## config.mk

```make
export PLATFORM = sky130hd
export DESIGN_NAME = ctrl_seq
export DESIGN_NICKNAME = d
export VERILOG_FILES = /design/src/rtl/ctrl_seq.sv
export SDC_FILE = /design/constraint.sdc
export NUM_CORES = 1
export LEC_CHECK = 0
export CELL_PAD_IN_SITES_DETAIL_PLACEMENT = 1
export CELL_PAD_IN_SITES_GLOBAL_PLACEMENT = 1
export CORE_MARGIN = 3
export CORE_UTILIZATION = 28
export DETAILED_ROUTE_END_ITERATION = 16
export GPL_TIMING_DRIVEN = 1
export PLACE_DENSITY = 0.75
export SYNTH_ARGS = -nofsm -noshare
export SYNTH_HDL_FRONTEND = slang
export SYNTH_SLANG_ARGS = --single-unit
```

## constraint.sdc

```tcl
create_clock -name clk -period 2 [get_ports clk]
set_input_delay 0.4 -clock clk [delete_from_list [all_inputs] [get_ports clk]]
set_output_delay 0.4 -clock clk [all_outputs]
set_load 0.005 [all_outputs]
```

## src/rtl/ctrl_seq.sv

```systemverilog
// Decode stage: turns an opcode/op_ext pair into a registered 26-bit control bundle,
// with stall/flush handshaking, a halt state and a saturating retired-instruction count.
module ctrl_seq #(
    parameter int OPCODE_W = 5,
    parameter int EXT_W    = 2,
    parameter int CNT_W    = 16
) (
    input  logic                clk,
    input  logic                rst,
    input  logic                in_valid,
    output logic                in_ready,
    input  logic [OPCODE_W-1:0] opcode,
    input  logic [EXT_W-1:0]    op_ext,
    input  logic                stall,
    input  logic                flush,
    output logic                out_valid,
    output logic [25:0]         ctrl_out,
    output logic                illegal,
    output logic                halted,
    output logic [CNT_W-1:0]    retired
);

    typedef enum logic {RUN, HALTED} state_t;

    state_t state, state_next;

    logic [4:0]  op;
    logic [1:0]  ext;
    logic        dec_illegal;
    logic [25:0] dec_bundle;
    logic        accept;
    logic        fire;
    logic        unused_ext;

    logic [1:0] d_dst, d_opb;
    logic [2:0] d_alu;
    logic [3:0] d_aext;
    logic d_halt, d_rw, d_pca, d_pcb, d_beqz, d_bnez, d_bgez, d_bltz;
    logic d_jump, d_cin, d_inva, d_invb, d_sign, d_mw, d_wb;

    assign op         = opcode[4:0];
    assign ext        = op_ext[1:0];
    assign unused_ext = ^op_ext;

    generate
        if (OPCODE_W > 5) begin : g_wide_opcode
            assign dec_illegal = |opcode[OPCODE_W-1:5];
        end else begin : g_narrow_opcode
            assign dec_illegal = 1'b0;
        end
    endgenerate

    // dst: 00 I-format rd, 01 R-format rd, 10 rs, 11 r7. opB: 00 rt, 01 imm5, 10 imm8.
    // alu: 000 add, 001 and, 011 xor, 1xx shift/rotate. alu_op_ext selects set/special results.
    always_comb begin
        d_dst  = 2'b00;
        d_opb  = 2'b00;
        d_alu  = 3'b000;
        d_aext = 4'b0000;
        d_halt = 1'b0;
        d_rw   = 1'b0;
        d_pca  = 1'b0;
        d_pcb  = 1'b0;
        d_beqz = 1'b0;
        d_bnez = 1'b0;
        d_bgez = 1'b0;
        d_bltz = 1'b0;
        d_jump = 1'b0;
        d_cin  = 1'b0;
        d_inva = 1'b0;
        d_invb = 1'b0;
        d_sign = 1'b0;
        d_mw   = 1'b0;
        d_wb   = 1'b0;
        case (op)
            5'b00000: d_halt = 1'b1;
            5'b00100: begin d_jump = 1'b1; d_pcb = 1'b1; d_sign = 1'b1; end
            5'b00101: begin d_jump = 1'b1; d_pca = 1'b1; d_sign = 1'b1; end
            5'b00110: begin d_jump = 1'b1; d_pcb = 1'b1; d_sign = 1'b1; d_rw = 1'b1; d_dst = 2'b11; end
            5'b00111: begin d_jump = 1'b1; d_pca = 1'b1; d_sign = 1'b1; d_rw = 1'b1; d_dst = 2'b11; end
            5'b01000: begin d_opb = 2'b01; d_rw = 1'b1; d_sign = 1'b1; end
            5'b01001: begin d_opb = 2'b01; d_rw = 1'b1; d_sign = 1'b1; d_inva = 1'b1; d_cin = 1'b1; end
            5'b01010: begin d_opb = 2'b01; d_rw = 1'b1; d_alu = 3'b011; end
            5'b01011: begin d_opb = 2'b01; d_rw = 1'b1; d_alu = 3'b001; d_invb = 1'b1; end
            5'b01100: begin d_opb = 2'b10; d_sign = 1'b1; d_beqz = 1'b1; end
            5'b01101: begin d_opb = 2'b10; d_sign = 1'b1; d_bnez = 1'b1; end
            5'b01110: begin d_opb = 2'b10; d_sign = 1'b1; d_bltz = 1'b1; end
            5'b01111: begin d_opb = 2'b10; d_sign = 1'b1; d_bgez = 1'b1; end
            5'b10000: begin d_opb = 2'b01; d_sign = 1'b1; d_mw = 1'b1; end
            5'b10001: begin d_opb = 2'b01; d_sign = 1'b1; d_rw = 1'b1; d_wb = 1'b1; end
            5'b10010: begin d_dst = 2'b10; d_opb = 2'b10; d_aext = 4'b0111; d_rw = 1'b1; end
            5'b10011: begin d_dst = 2'b10; d_opb = 2'b01; d_sign = 1'b1; d_mw = 1'b1; d_rw = 1'b1; end
            5'b10100, 5'b10101, 5'b10110, 5'b10111: begin
                d_opb = 2'b01;
                d_rw  = 1'b1;
                d_alu = {1'b1, op[1:0]};
            end
            5'b11000: begin d_dst = 2'b10; d_opb = 2'b10; d_sign = 1'b1; d_aext = 4'b0110; d_rw = 1'b1; end
            5'b11001: begin d_dst = 2'b01; d_aext = 4'b0101; d_rw = 1'b1; end
            5'b11010: begin d_dst = 2'b01; d_rw = 1'b1; d_alu = {1'b1, ext}; end
            5'b11011: begin
                d_dst = 2'b01;
                d_rw  = 1'b1;
                case (ext)
                    2'b01:   begin d_inva = 1'b1; d_cin = 1'b1; end
                    2'b10:   d_alu = 3'b011;
                    2'b11:   begin d_alu = 3'b001; d_invb = 1'b1; end
                    default: d_alu = 3'b000;
                endcase
            end
            5'b11100: begin d_dst = 2'b01; d_rw = 1'b1; d_invb = 1'b1; d_cin = 1'b1; d_aext = 4'b0001; end
            5'b11101: begin d_dst = 2'b01; d_rw = 1'b1; d_invb = 1'b1; d_cin = 1'b1; d_aext = 4'b0010; end
            5'b11110: begin d_dst = 2'b01; d_rw = 1'b1; d_invb = 1'b1; d_cin = 1'b1; d_aext = 4'b0011; end
            5'b11111: begin d_dst = 2'b01; d_rw = 1'b1; d_aext = 4'b0100; end
            default: d_halt = 1'b0;
        endcase
    end

    assign dec_bundle = dec_illegal ? 26'h0000004 :
        {d_dst, d_opb, d_alu, d_aext, d_halt, d_rw, d_pca, d_pcb,
         d_beqz, d_bnez, d_bgez, d_bltz, d_jump, d_cin, d_inva, d_invb,
         d_sign, d_mw, d_wb};

    assign in_ready = (state == RUN) && !(out_valid && stall);
    assign accept   = in_valid && in_ready && !flush;
    assign fire     = out_valid && !stall && !flush;
    assign halted   = (state == HALTED);

    always_ff @(posedge clk) begin
        if (rst) begin
            state <= RUN;
        end else begin
            state <= state_next;
        end
    end

    always_comb begin
        state_next = state;
        if (state == RUN && accept && dec_bundle[14]) begin
            state_next = HALTED;
        end
    end

    // Flush beats acceptance; a stalled bundle simply holds.
    always_ff @(posedge clk) begin
        if (rst) begin
            out_valid <= 1'b0;
            ctrl_out  <= '0;
            illegal   <= 1'b0;
            retired   <= '0;
        end else begin
            if (flush) begin
                out_valid <= 1'b0;
            end else if (accept) begin
                out_valid <= 1'b1;
                ctrl_out  <= dec_bundle;
                illegal   <= dec_illegal;
            end else if (!stall) begin
                out_valid <= 1'b0;
            end
            if (fire && retired != {CNT_W{1'b1}}) begin
                retired <= retired + 1'b1;
            end
        end
    end

endmodule

```

# After elaboration in Yosys (flattened, before gate mapping)
# Index checks and enable logic that the tools add are counted.
[op_classes]
addsub = 1
n_reduce_logical = 29
eq_ne = 33
muxes = 24
bitwise = 2
[op_table]
columns = ["operator", "count"]
rows = [
  ["5-bit == test, second input constant", 16],
  ["5-bit by 4-bit == test with 1-bit output, second input constant", 8],
  ["3-bit one-hot mux with 7 select lines", 1],
  ["21-bit OR reduction", 1],
  ["5-bit by 3-bit == test with 1-bit output, second input constant", 4],
  ["16-bit by 1-bit adder with 16-bit output, second input constant", 1],
  ["1-bit two-way mux", 16],
  ["16-bit inequality test, second input constant", 1],
  ["4-bit OR reduction", 4],
  ["3-bit one-hot mux with 5 select lines", 1],
  ["14-bit OR reduction", 1],
  ["11-bit OR reduction", 1],
  ["2-bit OR reduction", 5],
  ["1-bit logical AND", 9],
  ["2-bit one-hot mux with 2 select lines", 2],
  ["7-bit OR reduction", 1],
  ["1-bit one-hot mux with 2 select lines", 3],
  ["2-bit one-hot mux with 3 select lines", 1],
  ["6-bit OR reduction", 1],
  ["5-bit logical NOT", 1],
  ["2-bit == test, second input constant", 2],
  ["1-bit logical NOT", 3],
  ["3-bit OR reduction", 1],
  ["2-bit by 1-bit == test with 1-bit output, second input constant", 1],
  ["other kinds (3)", 4],
]
[totals]
regBits = 44
inputBits = 12
output_inout_bits = 46
word_cells = 93

# Logic depth before layout (Yosys ltp)
# Gate-level depths: netlist (run 1).
[logic_depth]
depth_word = 7
depth_mapped = 7
depth_no_buf = 6

# Worst setup path after synthesis (run 1)
# Ideal clock, no wire load.
[synth_timing]
kind = "input -> register"
start = "input port flush"
end = "register retired[13]"
t_arrival_ps = 1549
setup_slack_ps = 391
cell_stages = 5
n_path_buf = 0
path_cell_list = "or3b_4 nor3_4 nand3_2 or4_1 nand2_1"
[synth_via]
elab_chain_len = 3
[synth_rtl]
columns = ["item", "line", "rtl"]
rows = [
  ["start: declaration", "15", "input logic flush,"],
  ["1-bit logical NOT", "126", "assign fire = out_valid && !stall && !flush;"],
  ["1-bit logical AND", "126", ""],
  ["1-bit logical AND", "161", "if (fire && retired != {CNT_W{1'b1}}) begin"],
  ["end signal: assignment", "162", "retired <= retired + 1'b1;"],
  ["end: declaration", "20", "output logic [CNT_W-1:0] retired"],
]
# Every way passes these cells.
# A chain may end at the register's enable or synchronous reset.

# Worst setup path after layout (run 1)
[layout_timing]
start = "input port stall"
end = "output port in_ready"
[layout_via]
elab_chain_len = 3
[layout_rtl]
columns = ["item", "line", "rtl"]
rows = [
  ["start: declaration", "14", "input logic stall,"],
  ["1-bit logical AND", "124", "assign in_ready = (state == RUN) && !(out_valid && stall);"],
  ["1-bit logical NOT", "124", ""],
  ["1-bit logical AND", "124", ""],
  ["end: declaration", "11", "output logic in_ready,"],
]
# Every way passes these cells.

==> results of run 1 <==
## worst paths after layout
check                                                from                   endpoint  slack, ns  depth (start not counted)
worst min register to register  ctrl_out[21]$_SDFFE_PP0P_  ctrl_out[21]$_SDFFE_PP0P_       0.45                          2
worst max register to register    retired[2]$_SDFFE_PP0P_   retired[13]$_SDFFE_PP0P_       0.35                          5
worst min-delay path            ctrl_out[21]$_SDFFE_PP0P_  ctrl_out[21]$_SDFFE_PP0P_       0.45                          2
worst max-delay path                                stall                   in_ready       0.05                          3
## state kept, by name, summed over array words and instances (netlist names)
name	cells
out_valid	1
halted	1
ctrl_out	25
retired	16
## final cells by class
cell class | instances | area, sq um
flip-flops and latches | 43 | 861
repair buffers | 80 | 751
inverters | 2 | 7.51
clock buffers | 6 | 72.6
fillers | 884 | 4320
well taps | 99 | 124
clock inverters | 2 | 12.5
multi-input cells | 208 | 1180
## where the power goes
group	internal [W]	leakage, nW	switching (W)	total (W)
sequential	0.000872	0.348	0.0000102	0.000882
combinational	0.000119	0.665	0.000126	0.000244
clock	0.000244	0.0412	0.000303	0.000548
total	0.00124	1.05	0.000439	0.00167
## layer usage
layer | wire, um | GRT usage | part of all wire | vias to the layer above
li1 | - | - | - | 1093
met1 | 2950 | 0.197 | 0.46 | 1036
met2 | 3120 | 0.262 | 0.49 | 45
met3 | 251 | 0.0282 | 0.039 | 5
met4 | 59 | 0.0452 | 0.0092 | 0
met5 | 0 | 0 | 0 | -
## stage by stage
stage	util	TNS [ns]
2_1_floorplan	-	0
3_3_place_gp	0.399	-0.563
3_5_place_dp	0.399	-1.46
4_1_cts	0.411	0
5_1_grt	0.411	0
6_report	0.411	0
## critical path, cell delays in order
cell and delay, ns:
clkdlybuf4s50_1 0.47, a21oi_1 0.17, clkdlybuf4s50_1 0.52
## placed cells by master, fill, tap and decap left out, types with 7 or more instances in the layout
master,count
o21ai_0,10
a21oi_1,23
nor2_1,40
buf_4,24
nand4_1,9
dfxtp_1,43
xor2_1,8
nand3_1,13
clkdlybuf4s50_1,55
nand2_1,31
nand2b_1,7
nor3_1,8
## cell families after synthesis
family                     share of synthesized area
and+or+nand+nor                                0.324
AOI/OAI and AO/OA                              0.167
DFF                                            0.403
buffers and inverters                         0.0480
xor gates and xnor gates                      0.0410
muxes                                        0.00936
adders and majority gates                    0.00585
other                                        0.00175
==> impl_metrics.csv, run 1 <==
group,metric,value,unit
global_routing,grt_pass1_vias,2263,
cts,cts_root_buf,"clkbuf_8",
drt,wl_per_cell,14.5,um
worst_hold_path,hp-class,"register to register",
final_layout,nNetsFinal,353,
synthesis,yosysMostFrequentCell,"dfxtp_1",
die,ios,58,
cts,cts_buffers,5,
final_layout,diodes,0,
drt,vias,2179,
synthesis,synth_cells,274,
placement,dp_hpwl,4810,um
synthesis,synth_area_leaders,"dfxtp_1 (40%), nor2_1 (7.0%), nand2_1 (5.4%)",
synthesis,ys_types,46,
critical_path,path_class,"input port to primary output",
cts,cts_tree,"yes",
final_layout,layoutNonFillerInstCount,440,
global_routing,grt_max_degree,30,
drt,wl,6380,um
power_and_ir_drop,p_leak,1.05,nW
die,core_area,7330,sq um
cts,ctsLongestPathBuffers,2,
timing,drv_slew,0,
placement,placed_area,2930,sq um
cts,postCtsSetupBuffers,0,
critical_path,cp.required,1.60,ns
synthesis,yosysSeqAreaShare,0.403,
synthesis,synth_area_per_cell,7.80,sq um
timing,setup_viol,0,
die,die_w,93.4,um
critical_path,critPathLaunchType,"input port",
critical_path,arrival,1.55,ns
global_routing,antenna_found_initial,0,
synthesis,yosys-top-cells-count,"dfxtp_1 (43), nor2_1 (40), nand2_1 (31), a21oi_1 (23), clkbuf_1 (16)",
timing,min_period,1.95,ns
global_routing,grt_usage,0.154,
placement,gp_congestion,0.794,
timing,finClkSkew,0.00384,ns
timing,rsz0062_at_grt,"no",
drt,drt-initial-drc-count,48,
cts,cts-hold-fix-buffers,0,
cts,cts_sinks,43,
placement,dp_cells,432,
critical_path,path_max_fanout,4,
die,die_area,8720,sq um
final_layout,drive_gt1_frac,0.111,
synthesis,synth-edff-count,0,
timing,fin_hold_ws,0.454,ns
die,start_util,0.292,
job,maxCapViolations,0,
global_routing,grt_pass1_wl,10900,um
die,placementRows,31,
timing,hold_viol,0,
synthesis,ys_warn_count,0,
global_routing,gr-total-overflow,0,
drt,vias_per_cell,4.95,
timing,max_freq,512,MHz
drt,dr.pass1.iters,4,
synthesis,ys_seq_elements,43,
synthesis,synth_ff_type,"dfxtp_1",
drt,ant_nets,0,
placement,dp_slack,-0.155,ns
power_and_ir_drop,p_total,0.00167,W
power_and_ir_drop,p_per_area,556,nW/um^2
cts,cts_resized,0,
final_layout,post-route-cell-area,3010,sq um
critical_path,endpoint_kind,"primary output",
placement,io_buffers,55,
cts,insertion_delay,0.29,ns
synthesis,yosysTopAreaCell,"dfxtp_1",
synthesis,synth.top_cell.area_share,0.403,
timing,period_share,0.976,
synthesis,syn_area,2140,sq um
final_layout,syn_to_final_growth,40.8,%
cts,clkTransAtPathRegs,0.08,ns
synthesis,synth_async_sr_flop_share,0,
timing,worst_slack,0.0483,ns
cts,cts_max_level,2,
power_and_ir_drop,irDropWorstVdd,0.290,mV
drt,drc,0,
die,die_h,93.4,um
status,status,"finished, final reports clean",
(Power assumes the default switching activity.)
==> inputs of run 2 (changes only) <==
--- a/config.mk
+++ b/config.mk
@@ -5,12 +5,14 @@
 export SDC_FILE = /design/constraint.sdc
 export NUM_CORES = 1
 export LEC_CHECK = 0
+export CAP_MARGIN = 20
 export CELL_PAD_IN_SITES_DETAIL_PLACEMENT = 1
 export CELL_PAD_IN_SITES_GLOBAL_PLACEMENT = 1
 export CORE_MARGIN = 3
 export CORE_UTILIZATION = 28
 export DETAILED_ROUTE_END_ITERATION = 16
 export GPL_TIMING_DRIVEN = 1
+export MAX_ROUTING_LAYER = met4
 export PLACE_DENSITY = 0.75
 export SYNTH_ARGS = -nofsm -noshare
 export SYNTH_HDL_FRONTEND = slang
==> impl_metrics.csv, run 2 (same netlist as run 1, synthesis figures left out) <==
group,metric,value,unit
final_layout,drive_gt1_frac,0.111,
cts,cts_max_level,2,
timing,max_freq,512,MHz
final_layout,largest_register_ffs,25,
timing,hold_viol,0,
placement,dp_cells,432,
status,status,"finished, final reports clean",
die,die_h,93.4,um
die,start_util,0.292,
drt,dr.pass1.iters,4,
drt,drt-initial-drc-count,41,
job,maxCapViolations,0,
die,die_area,8720,sq um
cts,cts_buffers,5,
global_routing,grt_usage,0.158,
critical_path,arrival,1.55,ns
cts,cts-hold-fix-buffers,0,
drt,wl,6430,um
placement,gp_congestion,0.805,
power_and_ir_drop,power_frac_comb,0.146,
final_layout,post-route-util,0.411,
critical_path,critPathBufInv,2,
timing,setup_viol,0,
critical_path,path_max_fanout,4,
placement,io_buffers,55,
cts,cts_root_buf,"clkbuf_8",
cts,cts_tree,"yes",
cts,cts_sinks,43,
final_layout,final_cell_mix,"clkdlybuf4s50_1 (55), dfxtp_1 (43), nor2_1 (40)",
die,die_w,93.4,um
global_routing,gr-total-overflow,0,
die,ios,58,
timing,fin_hold_ws,0.454,ns
final_layout,reg_top3,"ctrl_out: 25 flops, retired: 16 flops",
critical_path,cpMostUsedCell,"clkdlybuf4s50_1",
global_routing,grt_max_degree,30,
power_and_ir_drop,p_clk_frac,0.328,
critical_path,cp_cell_sequence,"clkdlybuf4s50_1, a21oi_1, clkdlybuf4s50_1",
timing,rsz0062_at_grt,"no",
drt,vias,2198,
final_layout,diodes,0,
cts,cts_resized,0,
critical_path,critPathLaunchType,"input port",
global_routing,grt_pass1_wl,10900,um
timing,period_share,0.976,
timing,min_period,1.95,ns
timing,finClkSkew,0.00434,ns
power_and_ir_drop,seq_power_share,0.526,
die,core_area,7330,sq um
power_and_ir_drop,p_leak,1.05,nW
global_routing,grt_pass1_vias,2263,
critical_path,path_class,"input port to primary output",
final_layout,layout_commonest_cell,"clkdlybuf4s50_1",
placement,dp_hpwl,4810,um
final_layout,nNetsFinal,353,
critical_path,endpoint_kind,"primary output",
drt,drc,0,
cts,postCtsSetupBuffers,0,
worst_hold_path,hp-class,"register to register",
power_and_ir_drop,netSwitchingFraction,0.264,
die,placementRows,31,
critical_path,cpPeakStageDelay,0.52,ns
power_and_ir_drop,internal_power,0.00124,W
critical_path,critPathSlowestCell,"clkdlybuf4s50_1",
final_layout,post-route-cell-area,3010,sq um
power_and_ir_drop,irDropWorstVdd,0.291,mV
drt,ant_nets,0,
drt,wl_per_cell,14.6,um
cts,clkTransAtPathRegs,0.08,ns
power_and_ir_drop,p_per_area,557,nW/um^2
final_layout,layoutNonFillerInstCount,440,
placement,placed_area,2930,sq um
drt,vias_per_cell,5.00,
timing,drv_slew,0,
final_layout,largest_register,"ctrl_out",
final_layout,syn_to_final_growth,40.8,%
cts,insertion_delay,0.29,ns
critical_path,cp.required,1.60,ns
power_and_ir_drop,power_switching,0.000442,W
global_routing,antenna_found_initial,0,
cts,ctsLongestPathBuffers,2,
critical_path,critical_path.top_delay_family,"buffers and inverters",
==> run 2: cell counts in the layout (fill, tap and decap cells not counted) <==
No cell type changed its count.
==> run 2: layout make-up <==
type | count | area (sq um)
Clock buffer | 6 | 72.6
Clock inverter | 2 | 12.5
Fill cell | 884 | 4320
Inverter | 2 | 7.51
Multi-Input combinational cell | 208 | 1180
Sequential cell | 43 | 861
Tap cell | 99 | 124
Timing Repair Buffer | 80 | 751
==> run 2: path summary, 6_finish.rpt <==
kind / from / endpoint / slack [ns] / cells past startpoint
max: stall / in_ready / 0.05 / 3
min reg2reg: ctrl_out[21]$_SDFFE_PP0P_ / ctrl_out[21]$_SDFFE_PP0P_ / 0.45 / 2
min: ctrl_out[21]$_SDFFE_PP0P_ / ctrl_out[21]$_SDFFE_PP0P_ / 0.45 / 2
max reg2reg: retired[2]$_SDFFE_PP0P_ / retired[13]$_SDFFE_PP0P_ / 0.34 / 5
==> run 2: worst reg2reg max path, delay by kind of cell (launching register included) <==
family	cells	cell delay [ns]
flops	1	0.45
simple gates	5	1.17
==> run 2: per-stage QoR <==
stage	total power [W]	setup slack (ns)	TNS, ns
finish	0.00168	0.0483	0
global route	0.00177	0.00758	0
CTS	0.00171	0.0467	0
detailed placement	0.00115	-0.155	-1.46
global placement	0.00114	-0.106	-0.563
floorplan	0.00103	0.391	0
==> run 2: metal layers <==
metal,up-vias,part of all wire,track usage
met5,-,0,-
met1,1059,0.47,0.197
met4,0,0.0084,0.0452
met3,5,0.032,0.0274
li1,1095,-,-
met2,39,0.49,0.262
==> run 2: power groups by stage <==
stage | registers (W) | clock network, W | logic (W)
after CTS | 0.000883 | 0.000576 | 0.000247
after floorplan | 0.000903 | 0 | 0.000123
after global placement | 0.000903 | 0 | 0.000241
final | 0.000882 | 0.000550 | 0.000245
after detailed placement | 0.000903 | 0 | 0.000245
after global routing | 0.000885 | 0.000611 | 0.000271
==> inputs of run 3 (changes only) <==
--- a/config.mk
+++ b/config.mk
@@ -8,7 +8,7 @@
 export CAP_MARGIN = 20
 export CELL_PAD_IN_SITES_DETAIL_PLACEMENT = 1
 export CELL_PAD_IN_SITES_GLOBAL_PLACEMENT = 1
-export CORE_MARGIN = 3
+export CORE_MARGIN = 1
 export CORE_UTILIZATION = 28
 export DETAILED_ROUTE_END_ITERATION = 16
 export GPL_TIMING_DRIVEN = 1
==> constraint.sdc (replaced) <==
create_clock -name clk -period 2 [get_ports clk]
set_input_delay 0.3 -clock clk [delete_from_list [all_inputs] [get_ports clk]]
set_output_delay 0.3 -clock clk [all_outputs]
set_load 0.005 [all_outputs]
==> impl_metrics.csv, run 3 (same netlist as run 1, synthesis figures left out) <==
group,metric,value,unit
cts,cts_tree,"yes",
timing,setup_viol,0,
die,core_area,7330,sq um
cts,cts_root_buf,"clkbuf_8",
critical_path,cp.required,2.24,ns
die,die_w,89.4,um
cts,insertion_delay,0.29,ns
final_layout,final_cell_mix,"clkdlybuf4s50_1 (55), dfxtp_1 (43), nor2_1 (40)",
cts,cts_sinks,43,
die,ios,58,
final_layout,reg_top3,"ctrl_out: 25 flops, retired: 16 flops",
drt,drc,0,
worst_hold_path,holdPathStages,2,
cts,cts_resized,0,
final_layout,largest_register,"ctrl_out",
cts,cts-hold-fix-buffers,0,
cts,ctsLongestPathBuffers,2,
global_routing,grt_pass1_vias,2168,
worst_hold_path,whs_endpoint,"ctrl_out[13]$_SDFFE_PP0P_",
critical_path,ff2ff_setup_slack,0.32,ns
final_layout,fill_cells,879,
placement,dp_hpwl,4580,um
status,status,"finished, final reports clean",
worst_hold_path,hp-class,"register to register",
timing,min_period,1.75,ns
critical_path,r2r_end,"retired[13]$_SDFFE_PP0P_",
critical_path,path_max_fanout,4,
critical_path,cpPeakStageDelay,0.47,ns
die,start_util,0.292,
drt,dr.pass1.iters,4,
timing,drv_slew,0,
final_layout,layout_commonest_cell,"clkdlybuf4s50_1",
placement,io_buffers,55,
critical_path,critPathBufInv,1,
final_layout,post-route-cell-area,3060,sq um
drt,wl,6160,um
timing,hold_viol,0,
drt,vias,2180,
power_and_ir_drop,irDropWorstVdd,0.302,mV
global_routing,grt_pass1_wl,10500,um
power_and_ir_drop,p_total,0.00175,W
cts,cts_buffers,5,
cts,clkTransAtPathRegs,0.08,ns
global_routing,gr-total-overflow,0,
final_layout,nNetsFinal,354,
final_layout,largest_register_ffs,25,
final_layout,syn_to_final_growth,43.1,%
drt,drt-initial-drc-count,45,
worst_hold_path,worstHoldStart,"ctrl_out[13]$_SDFFE_PP0P_",
job,maxCapViolations,0,
placement,gp_congestion,0.831,
critical_path,critPathSlowestCell,"clkdlybuf4s50_1",
timing,finClkSkew,0.00462,ns
drt,wl_per_cell,14.0,um
power_and_ir_drop,p_per_area,570,nW/um^2
final_layout,diodes,0,
cts,cts_max_level,2,
critical_path,r2r_start,"retired[2]$_SDFFE_PP0P_",
die,die_h,89.4,um
critical_path,arrival,1.98,ns
critical_path,critPathLaunchType,"input port",
timing,max_freq,572,MHz
placement,placed_area,2960,sq um
final_layout,layoutNonFillerInstCount,441,
critical_path,critical_path.top_delay_family,"simple AND/OR/NAND/NOR gates",
critical_path,rr_worst_depth,5,
power_and_ir_drop,p_leak,1.08,nW
die,die_area,7990,sq um
critical_path,endpoint_kind,"register",
drt,ant_nets,0,
critical_path,cp_cell_sequence,"clkdlybuf4s50_1, or3b_4, nor3_4, nand3_2, or4_1, nand2_1",
cts,postCtsSetupBuffers,0,
global_routing,grt_max_degree,27,
drt,vias_per_cell,4.94,
global_routing,grt_usage,0.175,
critical_path,path_class,"input port to register",
timing,period_share,0.873,
placement,dp_cells,433,
global_routing,antenna_found_initial,0,
die,placementRows,31,
timing,rsz0062_at_grt,"no",
final_layout,drive_gt1_frac,0.114,
[run 3: changes by cell type in the layout (fill, tap and decap cells not counted), sizes merged]
cell / delta
buf: +1
clkinvlp: -1
clkinv: -1
clkbuf: +2
[run 3: how the worst max path moves through the flow]
stage	from	depth (start not counted)	endpoint
floorplan	retired[0]$_SDFFE_PP0P_	5	retired[2]$_SDFFE_PP0P_
global placement	stall	6	retired[13]$_SDFFE_PP0P_
detailed placement	stall	6	retired[13]$_SDFFE_PP0P_
CTS	stall	3	in_ready
global route	stall	6	retired[9]$_SDFFE_PP0P_
finish	stall	6	retired[13]$_SDFFE_PP0P_
[run 3: where the power goes]
group / switching, W / internal [W] / leakage [nW]
Clock: 0.000295 / 0.000316 / 0.0515
Combinational: 0.000126 / 0.000126 / 0.679
Sequential: 0.0000102 / 0.000872 / 0.348
Total: 0.000431 / 0.00131 / 1.08
[run 3: worst register-to-register path, cell delays in order (launching register included)]
cell and delay [ns]:
dfxtp_1 0.46, nand3_1 0.29, nor3_4 0.27, nand3_2 0.12, or4_1 0.42, nand2_1 0.08
[run 3: through the flow]
step / hold WS [ns] / setup TNS (ns) / utilization / setup slack, ns
6_report: 0.460 / 0 / 0.417 / 0.253
2_1_floorplan: 0.378 / 0 / - / 0.398
3_3_place_gp: 0.444 / 0 / 0.404 / 0.00670
5_1_grt: 0.486 / 0 / 0.417 / 0.153
4_1_cts: 0.464 / 0 / 0.417 / 0.234
3_5_place_dp: 0.452 / -0.0987 / 0.404 / -0.0463
[run 3: cell type report]
cell class	count	area (sq um)	area share
Inverter	2	7.51	0.00245
Tap cell	99	124	0.0405
Multi-Input combinational cell	208	1180	0.387
Clock buffer	8	100	0.0327
Timing Repair Buffer	81	783	0.256
Sequential cell	43	861	0.281
[run 3: routing by layer]
| metal | GRT usage | routed length (um) | part of all wire | up-vias |
|---|---|---|---|---|
| met5 | - | 0 | 0 | - |
| met4 | 0.0390 | 42 | 0.0068 | 0 |
| met3 | 0.0314 | 205 | 0.033 | 5 |
| met2 | 0.297 | 3030 | 0.49 | 47 |
| met1 | 0.216 | 2890 | 0.47 | 1030 |
| li1 | - | - | - | 1098 |
